### src/rtl/puf_race_arbiter.sv
// puf_race_arbiter: sequences one arbiter-PUF measurement. It latches a challenge
// onto the delay-path muxes, clears and then arms the two post-mux counters, and
// decides which counter finished first. The result leaves as one response bit
// with tie/timeout qualifiers.
//
// Handshake: resp_valid rises together with a stable response and stays high,
// with resp_bit/resp_tie/resp_timeout/mux_sel frozen, until the edge where
// resp_ready is also high. That edge is the transfer, and the response is then
// withdrawn.
module puf_race_arbiter #(
    parameter int CHAL_W     = 8,
    parameter int CLR_CYCLES = 2,
    parameter int SETTLE_CYC = 4,
    parameter int TIMEOUT_W  = 24
) (
    input  logic              clk,
    input  logic              reset,
    input  logic              start,
    input  logic [CHAL_W-1:0] challenge,
    output logic              busy,
    output logic [CHAL_W-1:0] mux_sel,
    output logic              cnt_reset,
    output logic              cnt_enable,
    input  logic              finished_a,
    input  logic              finished_b,
    output logic              resp_bit,
    output logic              resp_tie,
    output logic              resp_timeout,
    output logic              resp_valid,
    input  logic              resp_ready
);

    localparam logic [2:0] S_IDLE   = 3'd0;
    localparam logic [2:0] S_CLEAR  = 3'd1;
    localparam logic [2:0] S_SETTLE = 3'd2;
    localparam logic [2:0] S_RACE   = 3'd3;
    localparam logic [2:0] S_REPORT = 3'd4;

    // Phase counter must hold the longer of the CLEAR and SETTLE durations.
    localparam int PH_MAX = (CLR_CYCLES > SETTLE_CYC) ? CLR_CYCLES : SETTLE_CYC;
    localparam int PH_W   = (PH_MAX > 1) ? $clog2(PH_MAX + 1) : 1;

    localparam logic [PH_W-1:0]      CLR_LAST    = PH_W'(CLR_CYCLES - 1);
    localparam logic [PH_W-1:0]      SETTLE_LAST = PH_W'(SETTLE_CYC - 1);
    localparam logic [PH_W-1:0]      PH_ONE      = PH_W'(1);
    localparam logic [TIMEOUT_W-1:0] TIMER_ONE   = TIMEOUT_W'(1);
    localparam logic [TIMEOUT_W-1:0] TIMER_MAX   = {TIMEOUT_W{1'b1}};

    // FSM state is kept as a named register so checkers can bind to it directly.
    logic [2:0]           state;
    logic [PH_W-1:0]      phase_cnt;
    logic [TIMEOUT_W-1:0] timer;
    logic [TIMEOUT_W-1:0] timer_next;

    logic a_meta;
    logic a_sync;
    logic b_meta;
    logic b_sync;
    logic fa;
    logic fb;

    // Two-flop synchronizers bring the counters' finished flags into the clk domain.
    always_ff @(posedge clk or posedge reset) begin
        if (reset) begin
            a_meta <= 1'b0;
            a_sync <= 1'b0;
            b_meta <= 1'b0;
            b_sync <= 1'b0;
        end else begin
            a_meta <= finished_a;
            a_sync <= a_meta;
            b_meta <= finished_b;
            b_sync <= b_meta;
        end
    end

    assign fa = a_sync;
    assign fb = b_sync;

    // The timeout compares the incremented value, so cnt_enable is high for
    // exactly 2^TIMEOUT_W-1 cycles when neither flag arrives.
    assign timer_next = timer + TIMER_ONE;

    // Main measurement sequencer. Every output is a register written only here.
    always_ff @(posedge clk or posedge reset) begin
        if (reset) begin
            state        <= S_IDLE;
            phase_cnt    <= '0;
            timer        <= '0;
            busy         <= 1'b0;
            mux_sel      <= '0;
            cnt_reset    <= 1'b1;
            cnt_enable   <= 1'b0;
            resp_bit     <= 1'b0;
            resp_tie     <= 1'b0;
            resp_timeout <= 1'b0;
            resp_valid   <= 1'b0;
        end else begin
            case (state)
                S_IDLE: begin
                    cnt_reset  <= 1'b1;
                    cnt_enable <= 1'b0;
                    if (start) begin
                        mux_sel   <= challenge;
                        busy      <= 1'b1;
                        phase_cnt <= '0;
                        state     <= S_CLEAR;
                    end
                end
                S_CLEAR: begin
                    // Counters are held in reset while the new challenge propagates.
                    if (phase_cnt == CLR_LAST) begin
                        phase_cnt <= '0;
                        cnt_reset <= 1'b0;
                        state     <= S_SETTLE;
                    end else begin
                        phase_cnt <= phase_cnt + PH_ONE;
                    end
                end
                S_SETTLE: begin
                    // Long enough for stale flags to leave the synchronizers.
                    timer <= '0;
                    if (phase_cnt == SETTLE_LAST) begin
                        phase_cnt  <= '0;
                        cnt_enable <= 1'b1;
                        state      <= S_RACE;
                    end else begin
                        phase_cnt <= phase_cnt + PH_ONE;
                    end
                end
                S_RACE: begin
                    timer <= timer_next;
                    // Any flag takes priority over a timeout in the same cycle.
                    if (fa || fb || (timer_next == TIMER_MAX)) begin
                        resp_bit     <= fa & ~fb;
                        resp_tie     <= fa & fb;
                        resp_timeout <= ~fa & ~fb;
                        cnt_enable   <= 1'b0;
                        resp_valid   <= 1'b1;
                        state        <= S_REPORT;
                    end
                end
                S_REPORT: begin
                    // Counters stay out of reset so their values remain readable.
                    if (resp_ready) begin
                        resp_valid   <= 1'b0;
                        resp_bit     <= 1'b0;
                        resp_tie     <= 1'b0;
                        resp_timeout <= 1'b0;
                        busy         <= 1'b0;
                        cnt_reset    <= 1'b1;
                        state        <= S_IDLE;
                    end
                end
                default: begin
                    state      <= S_IDLE;
                    busy       <= 1'b0;
                    cnt_reset  <= 1'b1;
                    cnt_enable <= 1'b0;
                    resp_valid <= 1'b0;
                end
            endcase
        end
    end

endmodule

### config.mk
export PLATFORM = sky130hd
export DESIGN_NAME = puf_race_arbiter
export DESIGN_NICKNAME = d
export VERILOG_FILES = /design/src/rtl/puf_race_arbiter.sv
export SDC_FILE = /design/constraint.sdc
export NUM_CORES = 1
export LEC_CHECK = 0
export CORE_UTILIZATION = 44
export CTS_CLUSTER_DIAMETER = 40
export DETAILED_ROUTE_END_ITERATION = 8
export GPL_TIMING_DRIVEN = 0
export PLACE_DENSITY_LB_ADDON = 0.15
export SETUP_SLACK_MARGIN = 0.2
export SYNTH_ARGS = -nofsm -noshare
export SYNTH_HDL_FRONTEND = slang
export SYNTH_SLANG_ARGS = --single-unit
export TNS_END_PERCENT = 20
### constraint.sdc
create_clock -name clk -period 2.36 [get_ports clk]
set_input_delay 0.236 -clock clk [delete_from_list [all_inputs] [get_ports clk]]
set_output_delay 0.236 -clock clk [all_outputs]
set_load 0.005 [all_outputs]
== Yosys cells after proc, flatten, opt, wreduce, memory -nomap -nowiden ==
Cells that the tools add are included.

* Register bits: 49
* Input port bits: 14
* Output and inout port bits: 15
* Logic and storage cells: 84

* $add $sub $neg: 2
* Equality and inequality tests: 12
* Mux-type cells: 28
* Bitwise gates (word level): 9
* Reductions and logical operators: 18

{| class="wikitable"
|+ Operators by type and width
! operator !! number
|-
| $pmux 24 s2 || 1
|-
| $add 24x1->24 const B || 1
|-
| $eq 24x24->1 const B || 1
|-
| $mux 3 || 8
|-
| $pmux 3 s5 || 1
|-
| $reduce_and 3->1 || 5
|-
| $pmux 1 s3 || 4
|-
| $mux 1 || 10
|-
| $ne 2x2->1 const B || 5
|-
| $eq 3x2->1 const B || 3
|-
| $pmux 3 s3 || 1
|-
| $eq 3x1->1 const B || 2
|-
| $not 1->1 || 6
|-
| $pmux 1 s2 || 3
|-
| $reduce_or 3->1 || 2
|-
| $reduce_and 5->1 || 1
|-
| $reduce_and 2->1 || 2
|-
| $reduce_bool 2->1 || 2
|-
| $reduce_or 2->1 || 2
|-
| $add 3x1->3 const B || 1
|-
| $and 1x1->1 || 3
|-
| $eq 3x3->1 const B || 1
|-
| $logic_not 3->1 || 1
|-
| $reduce_bool 3->1 || 1
|-
| $logic_or 1x1->1 || 2
|}

== Longest topological paths before layout ==
Gate-level depths: netlist of the first run.

* Depth in word-level cells: 5
* Gate-level depth with buffers: 9
* Mapped depth without buffers: 8

== Worst setup path after synthesis of the first run ==
No wires, ideal clock.

* Path kind: register to register
* Start point: register timer[0]
* End point: register cnt_enable
* Setup time: 0.124 ns
* Data arrival time: 1.908 ns
* Data required time: 2.236 ns
* Slack: 0.328 ns
* Cell stages (with the launch flop): 10
* Path buffers: 1
* Clock period less this slack: 2.032 ns
* Cell sequence: dfrtp_1 -> buf_2 -> inv_1 -> ha_1 -> nand3_1 -> or3_1 -> a311oi_1 -> and4b_1 -> nand2_1 -> o31a_1

* Cells in the longest elaborated chain, start to end: 5

{| class="wikitable"
|+ RTL lines
! element !! line !! RTL
|-
| start: declaration || 52 || <nowiki>logic [TIMEOUT_W-1:0] timer;</nowiki>
|-
| start signal: assignment || 132 || <nowiki>timer <= timer_next;</nowiki>
|-
| $add 24x1->24 || 82 || <nowiki>assign timer_next = timer + TIMER_ONE;</nowiki>
|-
| $eq 24x24->1 || 134 || <nowiki>if (fa || fb || (timer_next == TIMER_MAX)) begin</nowiki>
|-
| $logic_or 1x1->1 || 134 ||
|-
| $ne 2x2->1 (no line) || -- ||
|-
| $reduce_and 3->1 (no line) || -- ||
|-
| end signal: assignment || 125 || <nowiki>cnt_enable <= 1'b1;</nowiki>
|-
| end signal: assignment || 138 || <nowiki>cnt_enable <= 1'b0;</nowiki>
|-
| end signal: assignment || 159 || <nowiki>cnt_enable <= 1'b0;</nowiki>
|-
| end: declaration || 23 || <nowiki>output logic cnt_enable,</nowiki>
|}

Every way passes these cells.
A chain may end at the register's enable or synchronous reset.

== Worst setup path after layout of the first run ==
Same ends and word-level chain as after synthesis.

==> impl_metrics.csv, run 1 <==
group,metric,value,unit
die,start_util,0.460,
power,leakage,1.50,nW
synthesis,postSynthAreaPerCell,8.91,um^2
timing,drv_slew,0,
placed_design,gp_congestion,0.895,
timing,tightest_slew,649,ps
placed_design,io_buffers,28,
cells_and_area,area_delta_synth_final,21.1,%
global_route,grt_pass1_vias,2568,
drt,num_vias,2592,
global_route,grt_overflow,0,
synthesis,synthTopCellsByCount,"dfrtp_1 (48), nand2_1 (41), o21ai_0 (27)",
critical_path,crit_family,"simple AND/OR/NAND/NOR gates",
worst_hold_path,hp-class,"in2async",
critical_path,regToRegSetupSlack,220,ps
run,cap_violations,0,
placed_design,dpl_worst_slack,-22.3,ps
synthesis,yosysTopAreaCell,"dfrtp_1",
timing,fmax,0.467,GHz
critical_path,required,2550,ps
critical_path,path_depth,9,
global_route,grt_pass1_wl,12.2,mm
synthesis,synth.most_common_cell,"dfrtp_1",
synthesis,yosysSeqAreaShare,0.417,
global_route,grt_use_total,0.217,
synthesis,synth_top_area_frac,0.409,
drt,routed_wl,7.16,mm
clock_tree,cts_made_buffers,5,
synthesis,ys_async_sr_fraction,1.00,
power,peakVddDrop,0.563,mV
critical_path,ff2ff_path_depth,9,
die,die_y,83.7,um
timing,finClkSkew,10.8,ps
clock_tree,cts.path.max_buffers,2,
die,rows,29,
power,power.density,841,nW/um^2
run_status,status,"completed",
drt,drt_iter0_markers,183,
synthesis,yosys-top-cells-area,"dfrtp_1 (41%), nand2_1 (5.2%), o21ai_0 (4.6%)",
critical_path,crit_fanout,3,
synthesis,synth-edff-count,0,
cells_and_area,final_cell_count_no_fill,452,
critical_path,critPathSlowestCell,"dfrtp_1",
cells_and_area,drive_gt1_frac,0.155,
placed_design,place_inst,436,
critical_path,end_kind,"flop",
clock_tree,cts_num_sinks,49,
timing,rsz0062_at_grt,"true",
timing,relSlewSlack,0.568,
cells_and_area,nNetsFinal,394,
critical_path,max_stage_delay,420,ps
timing,tns,0,ps
timing,setup_ws,219,ps
drt,avgRoutedWirePerCell,15.8,um
drt,drc,0,
global_route,grt_max_degree,35,
timing,setup_viol,0,
timing,fin_crit,2140,ps
synthesis,synth.distinct_cells,57,
drt,first_pass_iters,4,
drt,viasPerCell,5.73,
cells_and_area,n_antenna_cell,0,
critical_path,worstPathArrival,2330,ps
synthesis,syn_inst,330,
timing,finalCritPeriodShare,0.907,
clock_tree,cts_root_buf,"clkbuf_8",
die,coreArea,6390,um^2
critical_path,crit_chain,"buf_6, inv_1, ha_2, nand3_1, or3_4, a311oi_2, and4b_1, nand2_2, o31a_1",
cells_and_area,post-route-util,0.558,
critical_path,critPathKind,"reg2reg",
critical_path,critPathBufInv,2,
die,io_pins,29,
clock_tree,cts_tree,"done",
clock_tree,htreeDepth,2,
clock_tree,clk_pin_slew,100,ps
die,die_w,83.7,um
timing,finalHoldViolCount,0,
critical_path,startpoint_type,"flop",
clock_tree,ctsHoldBuffers,0,
synthesis,yosysWarnings,0,
cells_and_area,nFillCells,583,
die,fp.dieArea,7010,um^2
clock_tree,clk_latency,300,ps
drt,antenna_left,0,
synthesis,ys_ff_latch,49,
global_route,antenna_found_initial,0,
placed_design,dp_hpwl,5.03,mm
synthesis,synth_fp_nets,350,
synthesis,synth_flop_cell,"dfrtp_1",
synthesis,synth_area,2940,um^2
==> flip-flops by register name, indices dropped and copies added, names as in the netlist <==
name / cells
resp_valid: 1
cnt_reset: 1
cnt_enable: 1
mux_sel: 8
busy: 1
a_sync: 1
phase_cnt: 3
timer: 24
state: 3
a_meta: 1
resp_bit: 1
b_meta: 1
resp_timeout: 1
resp_tie: 1
b_sync: 1
==> per-stage QoR <==
| stage | instance area (um^2) | total power [W] | hold slack (ps) |
|---|---|---|---|
| 6_report | 3560 | 0.00299 | 213 |
| 5_1_grt | 3560 | 0.00321 | 244 |
| 4_1_cts | 3490 | 0.00296 | 228 |
| 3_5_place_dp | 3340 | 0.00242 | 338 |
| 3_3_place_gp | 3320 | 0.00240 | 331 |
| 2_1_floorplan | 2940 | 0.00191 | 267 |
==> layout by cell type, fill, tap and decap left out, types with 3 or more instances in the layout <==
cell,synthesis,final
dfrtp_1,48,48
nand2_1,41,40
clkdlybuf4s50_1,0,28
o21ai_0,27,27
nor2_1,25,23
a21oi_1,17,17
clkbuf_1,14,14
nand3_1,15,14
mux2i_1,13,13
nor3_1,12,11
mux2_2,9,9
buf_4,1,9
inv_1,9,8
nand4_1,8,8
and3_1,6,6
buf_6,3,6
a31oi_1,6,6
a21o_1,5,5
ha_1,6,5
clkbuf_8,0,5
o31a_1,4,4
buf_2,6,4
o22ai_1,3,3
o211ai_1,3,3
and4_2,3,3
nor2b_1,3,3
and4b_1,3,3
==> final cells by class <==
class / instances / area, um^2 / share of cell area
Clock buffer: 7 / 76.3 / 0.0214
Tap cell: 77 / 96.3 / 0.0270
Multi-Input combinational cell: 248 / 1620 / 0.453
Timing Repair Buffer: 37 / 360 / 0.101
Buffer: 24 / 145 / 0.0407
Clock inverter: 1 / 7.51 / 0.00211
Inverter: 9 / 33.8 / 0.00948
Sequential cell: 49 / 1230 / 0.345
==> final timing paths <==
check / from / to
setup / recovery: timer[0] / cnt_enable
hold / removal: reset / timer[7]
setup reg to reg: timer[0] / cnt_enable
hold reg to reg: b_meta / b_sync
max in group asynchronous: reset / cnt_reset
min in group clk: b_meta / b_sync
==> routing by layer <==
metal,vias to the layer above,GRT usage,part of all wire
met5,-,0,0
met4,0,0.0724,0.012
met3,9,0.0356,0.033
met2,43,0.341,0.46
met1,1237,0.303,0.49
li1,1303,-,-
==> cell families (layout without fill, tap and decap cells) <==
family,count (synthesis),count (layout),share of synthesized area
simple gates,132,132,0.232
compound gates,88,88,0.193
flops,49,49,0.417
buf+inv,33,78,0.0536
mux,22,22,0.0787
fa+ha+maj,6,6,0.0255
==> worst register-to-register path: cells and delay by family, from the launching register on <==
kind	cells	cell delay [ps]
AO/OA/AOI/OAI	2	480
adder cells (fa/ha/maj)	1	170
buffers and inverters	2	180
flip-flops	1	420
AND/OR/NAND/NOR	4	790
==> report_power, final <==
group	internal (W)	switching [W]
registers	0.00103	0.000120
clock network	0.000211	0.000294
logic	0.000621	0.000723
total	0.00186	0.00114
==> timing repair <==
item,CTS,global route
buffers inserted,2,6
setup endpoints to repair,9,25
gates resized for setup,13,12
pin swaps,3,6
(Power assumes the default switching activity.)
==> inputs of run 2 (changes only) <==
--- a/config.mk
+++ b/config.mk
@@ -9,6 +9,7 @@
 export CTS_CLUSTER_DIAMETER = 40
 export DETAILED_ROUTE_END_ITERATION = 8
 export GPL_TIMING_DRIVEN = 0
+export MAX_ROUTING_LAYER = met4
 export PLACE_DENSITY_LB_ADDON = 0.15
 export SETUP_SLACK_MARGIN = 0.2
 export SYNTH_ARGS = -nofsm -noshare
==> run 2 against run 1 <==
Compared with the run above: clock-buffer cell count unchanged; non-clock buffer count stayed put; final area unchanged.
==> impl_metrics.csv, run 2 (synthesis results as in run 1) <==
group,metric,value,unit
critical_path,worstReg2RegEnd,"cnt_enable",
power,leakage,1.50,nW
die,io_pins,29,
timing,relSlewSlack,0.590,
power,power.density,842,nW/um^2
die,start_util,0.460,
placed_design,dp_hpwl,5.03,mm
critical_path,regToRegSetupSlack,220,ps
run,cap_violations,0,
run_status,status,"completed",
drt,routed_wl,7.14,mm
global_route,grt_pass1_wl,12.2,mm
global_route,grt_pass1_vias,2566,
critical_path,startpoint_type,"flop",
timing,finClkSkew,10.4,ps
timing,finalHoldViolCount,0,
clock_tree,cts.path.max_buffers,2,
drt,drc,0,
global_route,grt_overflow,0,
cells_and_area,largest_reg_flops,24,
clock_tree,cts_root_buf,"clkbuf_8",
cells_and_area,reg.largest.list,"timer (24), mux_sel (8)",
critical_path,end_kind,"flop",
timing,tightest_slew,615,ps
clock_tree,clk_latency,300,ps
timing,rsz0062_at_grt,"true",
die,fp.dieArea,7010,um^2
clock_tree,cts_tree,"done",
die,die_w,83.7,um
worst_hold_path,hp-class,"in2async",
die,rows,29,
cells_and_area,drive_gt1_frac,0.155,
timing,tns,0,ps
drt,num_vias,2615,
clock_tree,htreeDepth,2,
cells_and_area,nFillCells,583,
global_route,grt_use_total,0.223,
critical_path,critPathSlowestCell,"dfrtp_1",
drt,drt_iter0_markers,205,
timing,drv_slew,0,
clock_tree,cts_made_buffers,5,
critical_path,critPathKind,"reg2reg",
die,die_y,83.7,um
global_route,grt_max_degree,35,
cells_and_area,post-route-util,0.558,
critical_path,ff2ff_path_depth,9,
cells_and_area,area.sequential,1230,um^2
cells_and_area,mostFrequentLayoutCells,"dfrtp_1 (48), nand2_1 (40), clkdlybuf4s50_1 (28)",
cells_and_area,top_register,"timer",
placed_design,gp_congestion,0.910,
timing,finalCritPeriodShare,0.908,
timing,fin_crit,2140,ps
timing,setup_viol,0,
cells_and_area,nNetsFinal,394,
critical_path,required,2550,ps
clock_tree,cts_num_sinks,49,
drt,first_pass_iters,4,
cells_and_area,area_delta_synth_final,21.1,%
drt,antenna_left,0,
critical_path,crit_chain,"buf_6, inv_1, ha_2, nand3_1, or3_4, a311oi_2, and4b_1, nand2_2, o31a_1",
timing,fmax,0.466,GHz
cells_and_area,multi_input_area,1620,um^2
power,total_power,0.00300,W
clock_tree,clk_pin_slew,100,ps
critical_path,max_stage_delay,420,ps
power,peakVddDrop,0.570,mV
placed_design,io_buffers,28,
clock_tree,ctsHoldBuffers,0,
critical_path,r2r-start,"timer[0]",
critical_path,crit_fanout,3,
drt,avgRoutedWirePerCell,15.8,um
cells_and_area,n_antenna_cell,0,
critical_path,worstPathArrival,2330,ps
drt,viasPerCell,5.79,
global_route,antenna_found_initial,0,
die,coreArea,6390,um^2
cells_and_area,mostFrequentLayoutCell,"dfrtp_1",
==> run 2: cell counts in the layout (fill, tap and decap cells not counted) <==
No cell type changed its count.
==> run 2: layer usage <==
layer	share of wire	vias up	GRT usage	wire, um
li1	-	1303	-	-
met1	0.50	1243	0.304	3540
met2	0.45	59	0.340	3220
met3	0.037	10	0.0346	267
met4	0.017	0	0.0724	119
met5	0	-	-	0
==> run 2: worst max-delay path, delay by kind of cell, from the launching register on <==
family	cells	cell delay, ps
buffers and inverters	2	180
DFF	1	420
AOI/OAI and AO/OA	2	480
and+or+nand+nor	4	790
adders and majority gates	1	170
==> run 2: final cells by class <==
class                   instances  area share
clock inverters                 1     0.00211
clock buffers                   7      0.0214
inverters                       9     0.00948
well taps                      77      0.0270
flip-flops and latches         49       0.345
multi-input cells             248       0.453
repair buffers                 37       0.101
plain buffers                  24      0.0407
==> run 2: worst max path at each step <==
stage	to	start	slack, ps
floorplan	cnt_enable	timer[0]	330
finish	cnt_enable	timer[0]	220
global route	cnt_enable	timer[1]	150
global placement	timer[18]	reset	-80
detailed placement	state[1]	timer[0]	-20
CTS	cnt_enable	timer[0]	210
==> run 2: what timing repair did <==
action,in CTS,in global routing
endpoints found under the setup margin,9,25
pin swaps,3,6
resized for setup,13,12
cloned,0,0
setup buffers,2,6
==> run 2: metrics by stage <==
stage	hold WS [ps]	setup WS, ps	instances	cell area [um^2]
finish	210	216	452	3560
global placement	331	-79.2	435	3320
floorplan	267	328	330	2940
detailed placement	338	-22.3	436	3340
global route	243	151	452	3560
CTS	228	213	446	3490
==> run 2: where the power goes <==
| part | internal [W] | total [W] | switching (W) | leakage [nW] |
|---|---|---|---|---|
| sequential | 0.00103 | 0.00115 | 0.000120 | 0.638 |
| combinational | 0.000621 | 0.00134 | 0.000721 | 0.826 |
| clock | 0.000211 | 0.000511 | 0.000300 | 0.0385 |
| total | 0.00186 | 0.00300 | 0.00114 | 1.50 |
==> RTL change (flow settings as in run 1) <==
The parameter `CHAL_W` goes from 8 to 10.
--- a/src/rtl/puf_race_arbiter.sv
+++ b/src/rtl/puf_race_arbiter.sv
@@ -9,5 +9,5 @@
 // withdrawn.
 module puf_race_arbiter #(
-    parameter int CHAL_W     = 8,
+    parameter int CHAL_W     = 10,
     parameter int CLR_CYCLES = 2,
     parameter int SETTLE_CYC = 4,
Ports: changed (resized challenge and mux_sel); port bits go from 29 to 33. No check against the original RTL was run, so the function may have changed too.
==> RTL change against run 1 <==
  * Synthesized cell count shrank 1.8%
  * Cell count grew 1.5%
  * Worst setup slack lost 210 ps
  * Clock skew shrank 2.5 ps
  * Cell area grew 5.5%
  * Routed wire length shrank 0.22%
  * Total power grew 4.4%
  * Sequential share of layout area shrank 0.34 points
  * Sequential power grew 7%
  * Sequential cell count grew 2
  * Area after synthesis grew 0.98%
  * Largest power group unchanged
==> RTL change: results (changes against run 1) <==
run_status:
  status: "finished, final reports clean"
sta:
  relSlewSlack_pct: 61.7  # +5.0 points
  fin_hold_ws_ps: 185  # -27.2 ps
  worst_slack_ps: 8.70  # -210 ps
  final.setup_skew_ps: 8.38  # -2.46 ps
pwr:
  power_leakage_nw: 1.51  # +0.76%
  vdd_drop_max_mv: 0.513  # -9.0%
  power_density_nw_per_um2: 831  # -1.1%
clock_network:
  clkTransAtPathRegs_ps: 100  # about the same
  htreeDepth: 2  # unchanged
synth:
  synth.area.top_cells: "dfrtp_1 (42%), o21ai_0 (6.1%), nand2_1 (5.1%)"
  yosys.area.top_type_share_pct: 42.1  # +1.3 points
  yosys_warnings: 0  # unchanged
  synthTopCellsByCount: "dfrtp_1 (50), nand2_1 (40), o21ai_0 (36)"
  synth_compound_area_share_pct: 17.7  # -1.5 points
  ys_seq_area_share_pct: 43.0  # +1.3 points
  synthMuxAreaShare_pct: 6.15  # -1.7 points
  syn_inst: 324  # -1.8%
  async_flop_share_pct: 100  # unchanged
  ys_types: 56  # -1.8%
  synth_fa_ha_area_share_pct: 2.53  # -0.025 points
  synth_xor_area_share_pct: 1.18  # +1.2 points
  synth_fp_nets: 346  # -1.1%
  ys.flop_type: "dfrtp_1"
place:
  gp_congestion: 0.875  # -2.2%
  pre_cts_slack_ps: -94.1  # -71.8 ps
  dp_hpwl_mm: 4.84  # -3.8%
  dp.cells: 434  # -0.46%
  place_area_sq_um: 3420  # +2.5%
  portBuffers: 32  # +14%
worst_setup_path:
  cp_slowest_cell: "dfrtp_2"
  path_delay_family: "buffers and inverters"
  worst-path-max-fanout: 5  # +2
  worst_ep_arrival_time_ps: 2540  # +210 ps
  max_stage_delay_ps: 440  # +20 ps
  regToRegEndpoint: "state[2]"
  r2r_start: "timer[1]"
  crit_start: "timer[1]"
  worstRegToRegCells: 11  # +2
drt:
  drt-initial-drc-count: 125  # -32%
  wl_met3_um: 306  # +30%
  wl_per_cell_um: 15.6  # -1.7%
  top_layer_used: "met4"
  met2_length_mm: 3.53  # +6.0%
  drt-met1-wl_mm: 3.24  # -7.7%
  num_vias: 2578  # -0.54%
global_route:
  grt_pass1_wl_mm: 11.6  # -4.8%
  grt.met1_usage_pct: 28.3  # -2.0 points
  grt_usage_pct: 20.5  # -1.2 points
  grtUsageMet2_pct: 32.7  # -1.4 points
  grt_max_degree: 40  # +14%
  grt_pass1_vias: 2405  # -6.3%
  grt_util_met3_pct: 4.52  # +0.96 points
layout:
  nFillCells: 558  # -4.3%
  fin_cells: 459  # +1.5%
  final_layout_size_suffix_gt1_share_pct: 18.8  # +3.4 points
  largestRegisters: "timer: 24 flops, mux_sel: 10 flops"
  final_nets: 403  # +2.3%
RTL change: changes by cell type after synthesis, sizes merged, moves of 6 or more:
cell	change
o21ai	+7
nor2	-7
nor4	+6
mux2i	-6
RTL change: final cells by class:
cell class | instances | share of cell area (%)
buffer | 20 | 2.96
inverter | 11 | 1.10
tap | 77 | 2.56
timing repair buffer | 50 | 12.5
multi-input combinational | 242 | 44.5
sequential | 51 | 34.1
clock inverter | 3 | 0.499
clock buffer | 5 | 1.83
RTL change: what timing repair did:
item	4_1_cts	5_1_grt
gates cloned	0	0
setup buffers	1	16
gates resized for setup	10	17
pin swaps	4	13
setup endpoints to repair	12	10
RTL change: where the power goes:
part           switching [mW]  leakage (nW)  internal, mW
logic                   0.718         0.819         0.667
registers               0.144         0.647          1.08
clock network           0.303        0.0483         0.210
total                    1.16          1.51          1.96
